### config.mk
export PLATFORM = sky130hd
export DESIGN_NAME = fsk_rate_detect
export DESIGN_NICKNAME = d
export VERILOG_FILES = /design/src/rtl/fsk_pkg.sv /design/src/rtl/fsk_edge_sync.sv /design/src/rtl/fsk_rate_detect.sv
export SDC_FILE = /design/constraint.sdc
export NUM_CORES = 1
export LEC_CHECK = 0
export ABC_CLOCK_PERIOD_IN_PS = 4000
export CAP_MARGIN = 10
export CORE_AREA = 2 2 101 64
export DETAILED_ROUTE_END_ITERATION = 16
export DIE_AREA = 0 0 103 66
export HOLD_SLACK_MARGIN = 0.02
export SETUP_SLACK_MARGIN = 0.5
export SLEW_MARGIN = 20
export SYNTH_ARGS = -nofsm -noshare
export SYNTH_HDL_FRONTEND = slang
export SYNTH_HIERARCHICAL = 1
export SYNTH_SLANG_ARGS = --single-unit
### constraint.sdc
create_clock -name clk_in -period 4 [get_ports clk_in]
set_clock_uncertainty 0.2 [all_clocks]
set_input_delay 0.6 -clock clk_in [delete_from_list [all_inputs] [get_ports clk_in]]
set_output_delay 0.6 -clock clk_in [all_outputs]
set_load 0.005 [all_outputs]
### src/rtl/fsk_pkg.sv
`default_nettype none
// ============================================================================
// Module      : fsk_pkg
// Description : Rate classes, bin boundaries and FSM states shared by the
//               FSK rate detector.
// Revision    : 1.0 - initial release
// ============================================================================
package fsk_pkg;

    typedef enum logic [2:0] {
        CLS_N32 = 3'd0,
        CLS_N16 = 3'd1,
        CLS_N8  = 3'd2,
        CLS_N4  = 3'd3,
        CLS_INV = 3'd4
    } rate_cls_t;

    typedef enum logic [1:0] {
        IDLE    = 2'd0,
        MEASURE = 2'd1,
        LOCKED  = 2'd2
    } state_t;

    // Lower bounds of each half-period bin; c_INV_LO is the first invalid length
    localparam int unsigned c_INV_LO = 24;
    localparam int unsigned c_N32_LO = 12;
    localparam int unsigned c_N16_LO = 6;
    localparam int unsigned c_N8_LO  = 3;
    localparam int unsigned c_N4_LEN = 2;

    function automatic rate_cls_t classify(input int unsigned m);
        rate_cls_t c;
        if (m >= c_INV_LO)      c = CLS_INV;
        else if (m >= c_N32_LO) c = CLS_N32;
        else if (m >= c_N16_LO) c = CLS_N16;
        else if (m >= c_N8_LO)  c = CLS_N8;
        else if (m == c_N4_LEN) c = CLS_N4;
        else                    c = CLS_INV;
        return c;
    endfunction

    function automatic logic [3:0] cls_onehot(input rate_cls_t c);
        logic [3:0] oh;
        case (c)
            CLS_N32: oh = 4'b0001;
            CLS_N16: oh = 4'b0010;
            CLS_N8:  oh = 4'b0100;
            CLS_N4:  oh = 4'b1000;
            default: oh = 4'b0000;
        endcase
        return oh;
    endfunction

endpackage
`default_nettype wire

### src/rtl/fsk_edge_sync.sv
`default_nettype none
// ============================================================================
// Module      : fsk_edge_sync
// Description : Two-flop synchronizer followed by a registered any-edge pulse.
// Revision    : 1.0 - initial release
// ============================================================================
module fsk_edge_sync (
    input  logic clk_in,
    input  logic rst,
    input  logic i_sig_in,
    output logic o_edge
);

    logic r_sync1;
    logic r_sync2;
    logic r_prev;
    logic r_edge;

    always_ff @(posedge clk_in or posedge rst) begin
        if (rst) begin
            r_sync1 <= 1'b0;
            r_sync2 <= 1'b0;
            r_prev  <= 1'b0;
            r_edge  <= 1'b0;
        end else begin
            r_sync1 <= i_sig_in;
            r_sync2 <= r_sync1;
            r_prev  <= r_sync2;
            r_edge  <= r_sync2 ^ r_prev;
        end
    end

    assign o_edge = r_edge;

endmodule
`default_nettype wire

### src/rtl/fsk_rate_detect.sv
`default_nettype none
// ============================================================================
// Module      : fsk_rate_detect
// Description : Measures the half-period of an FSK tone and recovers the
//               one-hot divider rate that produced it.
// Revision    : 1.0 - initial release
// ============================================================================
module fsk_rate_detect
    import fsk_pkg::*;
#(
    parameter int CW        = 6,
    parameter int TIMEOUT   = 63,
    parameter int MATCH_CNT = 2
) (
    input  logic          clk_in,
    input  logic          rst,
    input  logic          sig_in,
    output logic [3:0]    sel_out,
    output logic          sel_valid,
    output logic          sel_change,
    output logic [CW-1:0] half_len,
    output logic          meas_stb
);

    localparam int              c_MW      = $clog2(MATCH_CNT + 1);
    localparam logic [CW-1:0]   c_TIMEOUT = CW'(TIMEOUT);
    localparam logic [CW-1:0]   c_ONE     = CW'(1);
    localparam logic [c_MW-1:0] c_MATCH   = c_MW'(MATCH_CNT);

    logic            w_edge;
    state_t          r_state,     w_state_nxt;
    logic [CW-1:0]   r_cnt,       w_cnt_nxt;
    rate_cls_t       r_cand,      w_cand_nxt;
    rate_cls_t       r_lock_cls,  w_lock_nxt;
    logic [c_MW-1:0] r_match,     w_match_nxt;
    logic [3:0]      r_sel_out,   w_sel_nxt;
    logic            r_sel_valid, w_valid_nxt;
    logic            r_sel_chg,   w_chg_nxt;
    logic [CW-1:0]   r_half_len,  w_len_nxt;
    logic            r_meas_stb,  w_stb_nxt;
    rate_cls_t       w_cls;
    logic [c_MW-1:0] w_match_inc;

    fsk_edge_sync u_edge_sync (
        .clk_in   (clk_in),
        .rst      (rst),
        .i_sig_in (sig_in),
        .o_edge   (w_edge)
    );

    always_ff @(posedge clk_in or posedge rst) begin
        if (rst) begin
            r_state     <= IDLE;
            r_cnt       <= '0;
            r_cand      <= CLS_INV;
            r_lock_cls  <= CLS_INV;
            r_match     <= '0;
            r_sel_out   <= '0;
            r_sel_valid <= 1'b0;
            r_sel_chg   <= 1'b0;
            r_half_len  <= '0;
            r_meas_stb  <= 1'b0;
        end else begin
            r_state     <= w_state_nxt;
            r_cnt       <= w_cnt_nxt;
            r_cand      <= w_cand_nxt;
            r_lock_cls  <= w_lock_nxt;
            r_match     <= w_match_nxt;
            r_sel_out   <= w_sel_nxt;
            r_sel_valid <= w_valid_nxt;
            r_sel_chg   <= w_chg_nxt;
            r_half_len  <= w_len_nxt;
            r_meas_stb  <= w_stb_nxt;
        end
    end

    always_comb begin
        w_state_nxt = r_state;
        w_cnt_nxt   = (r_cnt == c_TIMEOUT) ? r_cnt : r_cnt + c_ONE;
        w_cand_nxt  = r_cand;
        w_lock_nxt  = r_lock_cls;
        w_match_nxt = r_match;
        w_sel_nxt   = r_sel_out;
        w_valid_nxt = r_sel_valid;
        w_chg_nxt   = 1'b0;
        w_len_nxt   = r_half_len;
        w_stb_nxt   = 1'b0;
        w_cls       = classify(32'(r_cnt));
        // A stale candidate after an invalid measurement restarts from a count of 1
        w_match_inc = (w_cls == r_cand) ? r_match + c_MW'(1) : c_MW'(1);

        if (w_edge) begin
            w_cnt_nxt = c_ONE;
        end

        case (r_state)
            IDLE: begin
                if (w_edge) begin
                    w_state_nxt = MEASURE;
                end
            end
            MEASURE, LOCKED: begin
                if (w_edge) begin
                    w_len_nxt = r_cnt;
                    w_stb_nxt = 1'b1;
                    if (w_cls == CLS_INV) begin
                        w_match_nxt = '0;
                        w_state_nxt = MEASURE;
                        w_sel_nxt   = '0;
                        w_valid_nxt = 1'b0;
                    end else if (r_state == LOCKED && w_cls == r_lock_cls) begin
                        w_match_nxt = '0;
                    end else begin
                        w_cand_nxt = w_cls;
                        if (w_match_inc == c_MATCH) begin
                            w_state_nxt = LOCKED;
                            w_lock_nxt  = w_cls;
                            w_sel_nxt   = cls_onehot(w_cls);
                            w_valid_nxt = 1'b1;
                            w_chg_nxt   = 1'b1;
                            w_match_nxt = '0;
                        end else begin
                            w_match_nxt = w_match_inc;
                        end
                    end
                end else if (r_cnt == c_TIMEOUT) begin
                    w_state_nxt = IDLE;
                    w_sel_nxt   = '0;
                    w_valid_nxt = 1'b0;
                    w_match_nxt = '0;
                end
            end
            default: begin
                w_state_nxt = IDLE;
            end
        endcase
    end

    always_comb begin
        sel_out    = r_sel_out;
        sel_valid  = r_sel_valid;
        sel_change = r_sel_chg;
        half_len   = r_half_len;
        meas_stb   = r_meas_stb;
    end

endmodule
`default_nettype wire

==> qor.yml <==
power_leakage_nw: 0.906
fin_util: 0.349
endpoint_kind: "flip-flop"
die_area_um2: 6800
drtIter0Drc: 101
async_reset_ff_frac: 1.00
ys_warn_count: 6
synthMuxAreaShare: 0.0525
synth_adder_area_share: 0.0437
cts_buffers: 5
clock-sinks: 33
tritoncts: "yes"
layout-drive-gt1-share: 0.170
fin_nets: 184
synthSimpleGateAreaFrac: 0.175
ys_types: 53
slew_headroom: 0.618
cts_buffer_depth: 2
ios: 16
tightest_slew_ns: 0.569
grt_usage: 0.124
wl_per_cell_um: 14.1
setup_viol: 0
critPathKind: "reg2reg"
setup_ws_ns: 1.02
area_growth_pct: 19.8
htreeDepth: 2
hold_path_depth: 0
cts_hold_buf: 0
avgSynthCellArea_um2: 10.9
portBuffers: 15
min_from: "u_edge_sync/r_sync1"
cp_max_fo: 7
syn_nets: 167
ctsRootBufferMaster: "clkbuf_8"
synth_cells: 158
ys_seq_area_frac: 0.483
pre_cts_ws_ns: 1.07
min_period_ns: 2.98
fin_setup_tns_ns: 0
wl_mm: 3.67
grt-ovfl-total: 0
final_common_cell: "dfrtp_1"
synth_compound_area_frac: 0.173
fillers: 594
ir_drop_uv: 158
cp.arrival_ns: 2.94
core_um2: 5890
r2r_slack_ns: 1.02
grt_pass1_vias: 1214
fmax_mhz: 336
finalCritPeriodShare: 0.744
crit_path_start: "r_cnt[1]"
antenna_cells: 0
ys.flop_type: "dfrtp_1"
worst_setup_path_start_kind: "flip-flop"
rsz0062_at_grt: "false"
initial_core_util: 0.291
grt_pass1_wl_mm: 6.26
ant_nets: 0
die_width_um: 103
ys_seq_elements: 33
clock_latency_ns: 0.28
antenna_found_initial: 0
drc_errors: 0
timing.hold.ws_ns: 0.156
path_clk_slew_ns: 0.07
synth_top_family_by_area: "simple AND/OR/NAND/NOR gates"
vias_per_cell: 4.88
min_path_type: "reg2reg"
reg2regPathDepth: 7
run_status: "completed"
place_hpwl_mm: 2.62
synth_area_um2: 1720
synth_xor_area_frac: 0.0306
hold_viol: 0
first_pass_iters: 4
gp_congestion: 0.775
r2r-start: "r_cnt[1]"
layout_common_cells: "31 x dfrtp_1, 15 x clkdlybuf4s50_1, 12 x nand2_1"
vias: 1269
maxSlewViolCount: 0
power_per_cell_area_nw_per_um2: 568
die_y_um: 66
rows: 22
grt_max_degree: 30
drv_cap: 0
synth-edff-count: 0
worstPathRequired_ns: 3.97
post_cts_resize_count: 0
postCtsSetupRepairBufs: 0
metrics by stage:
step | cells | total power [mW] | cell area [um2]
2_1_floorplan | 158 | 0.713 | 1720
3_3_place_gp | 252 | 0.839 | 1940
3_5_place_dp | 252 | 0.844 | 1940
4_1_cts | 260 | 1.18 | 2060
5_1_grt | 260 | 1.25 | 2060
6_report | 260 | 1.17 | 2060
area by class of cell:
type                    count  area (um2)  area share
flip-flops and latches     33         828       0.403
clock inverters             1        30.0      0.0146
multi-input cells         110         816       0.397
inverters                   9        33.8      0.0164
repair buffers             16         158      0.0766
well taps                  84         105      0.0511
clock buffers               7        86.3      0.0420
cells in the mapped netlist, drive strengths merged (2+ instances only):
cell type  instances  area [um2]
nor2b              4        25.0
mux2               8        90.1
inv                9        33.8
dfrtp             31         776
nor2              10        37.5
and2               3        21.3
nand2b             2        12.5
nand4              2        12.5
a21oi              4        23.8
o22ai              3        18.8
a41oi              2        25.0
xor2               3        26.3
nor3b              2        15.0
dfstp              2        52.6
o21a               2        15.0
o21ai              6        30.0
buf                4        31.3
ha                 6        75.1
nor4               2        12.5
a31oi              2        12.5
a211o              2        20.0
clkbuf             2        7.51
nand2             12        45.0
o2bb2ai            2        17.5
nand3              7        40.0
nor3               5        36.3
xnor2              3        26.3
layer usage:
layer | track usage | vias to the layer above | part of all wire | routed length, um
li1 | - | 609 | - | -
met5 | 0 | - | 0 | 0
met3 | 0.0391 | 5 | 0.070 | 255
met4 | 0.0395 | 0 | 0.010 | 37
met2 | 0.144 | 42 | 0.36 | 1320
met1 | 0.203 | 613 | 0.56 | 2060
logic make-up (layout without fill, tap and decap cells):
family	after synthesis	count (layout)
AND/OR/NAND/NOR	54	54
buffers and inverters	15	33
multiplexers	8	8
XOR/XNOR	6	6
flip-flops	33	33
AO/OA/AOI/OAI	36	36
adder cells (fa/ha/maj)	6	6
critical path: stages (launching register included):
cell and delay (ns):
dfrtp_1 0.48, ha_1 0.31, nor3_1 0.43, a21oi_2 0.20, xnor2_1 0.20, nor3_1 0.50, nand3_2 0.20, mux2_1 0.34
worst paths after layout:
kind | to
max in group asynchronous | r_lock_cls[2]
hold / removal | u_edge_sync/r_sync2
setup reg to reg | r_lock_cls[0]
min in group asynchronous | u_edge_sync/r_sync2
setup / recovery | r_lock_cls[0]
hold reg to reg | u_edge_sync/r_sync2
power by group:
group	internal, mW	switching [mW]
Combinational	0.181	0.211
Clock	0.203	0.121
Sequential	0.393	0.0583
Total	0.777	0.390
registers in the layout (all words and copies together) (netlist names):
register / flops
r_cnt: 6
sel_out: 4
sel_change: 1
u_edge_sync/r_sync1: 1
sel_valid: 1
half_len: 6
r_state: 2
r_match: 2
u_edge_sync/r_sync2: 1
u_edge_sync/r_prev: 1
r_cand: 3
u_edge_sync/o_edge: 1
meas_stb: 1
r_lock_cls: 3
(Power assumes the default switching activity.)
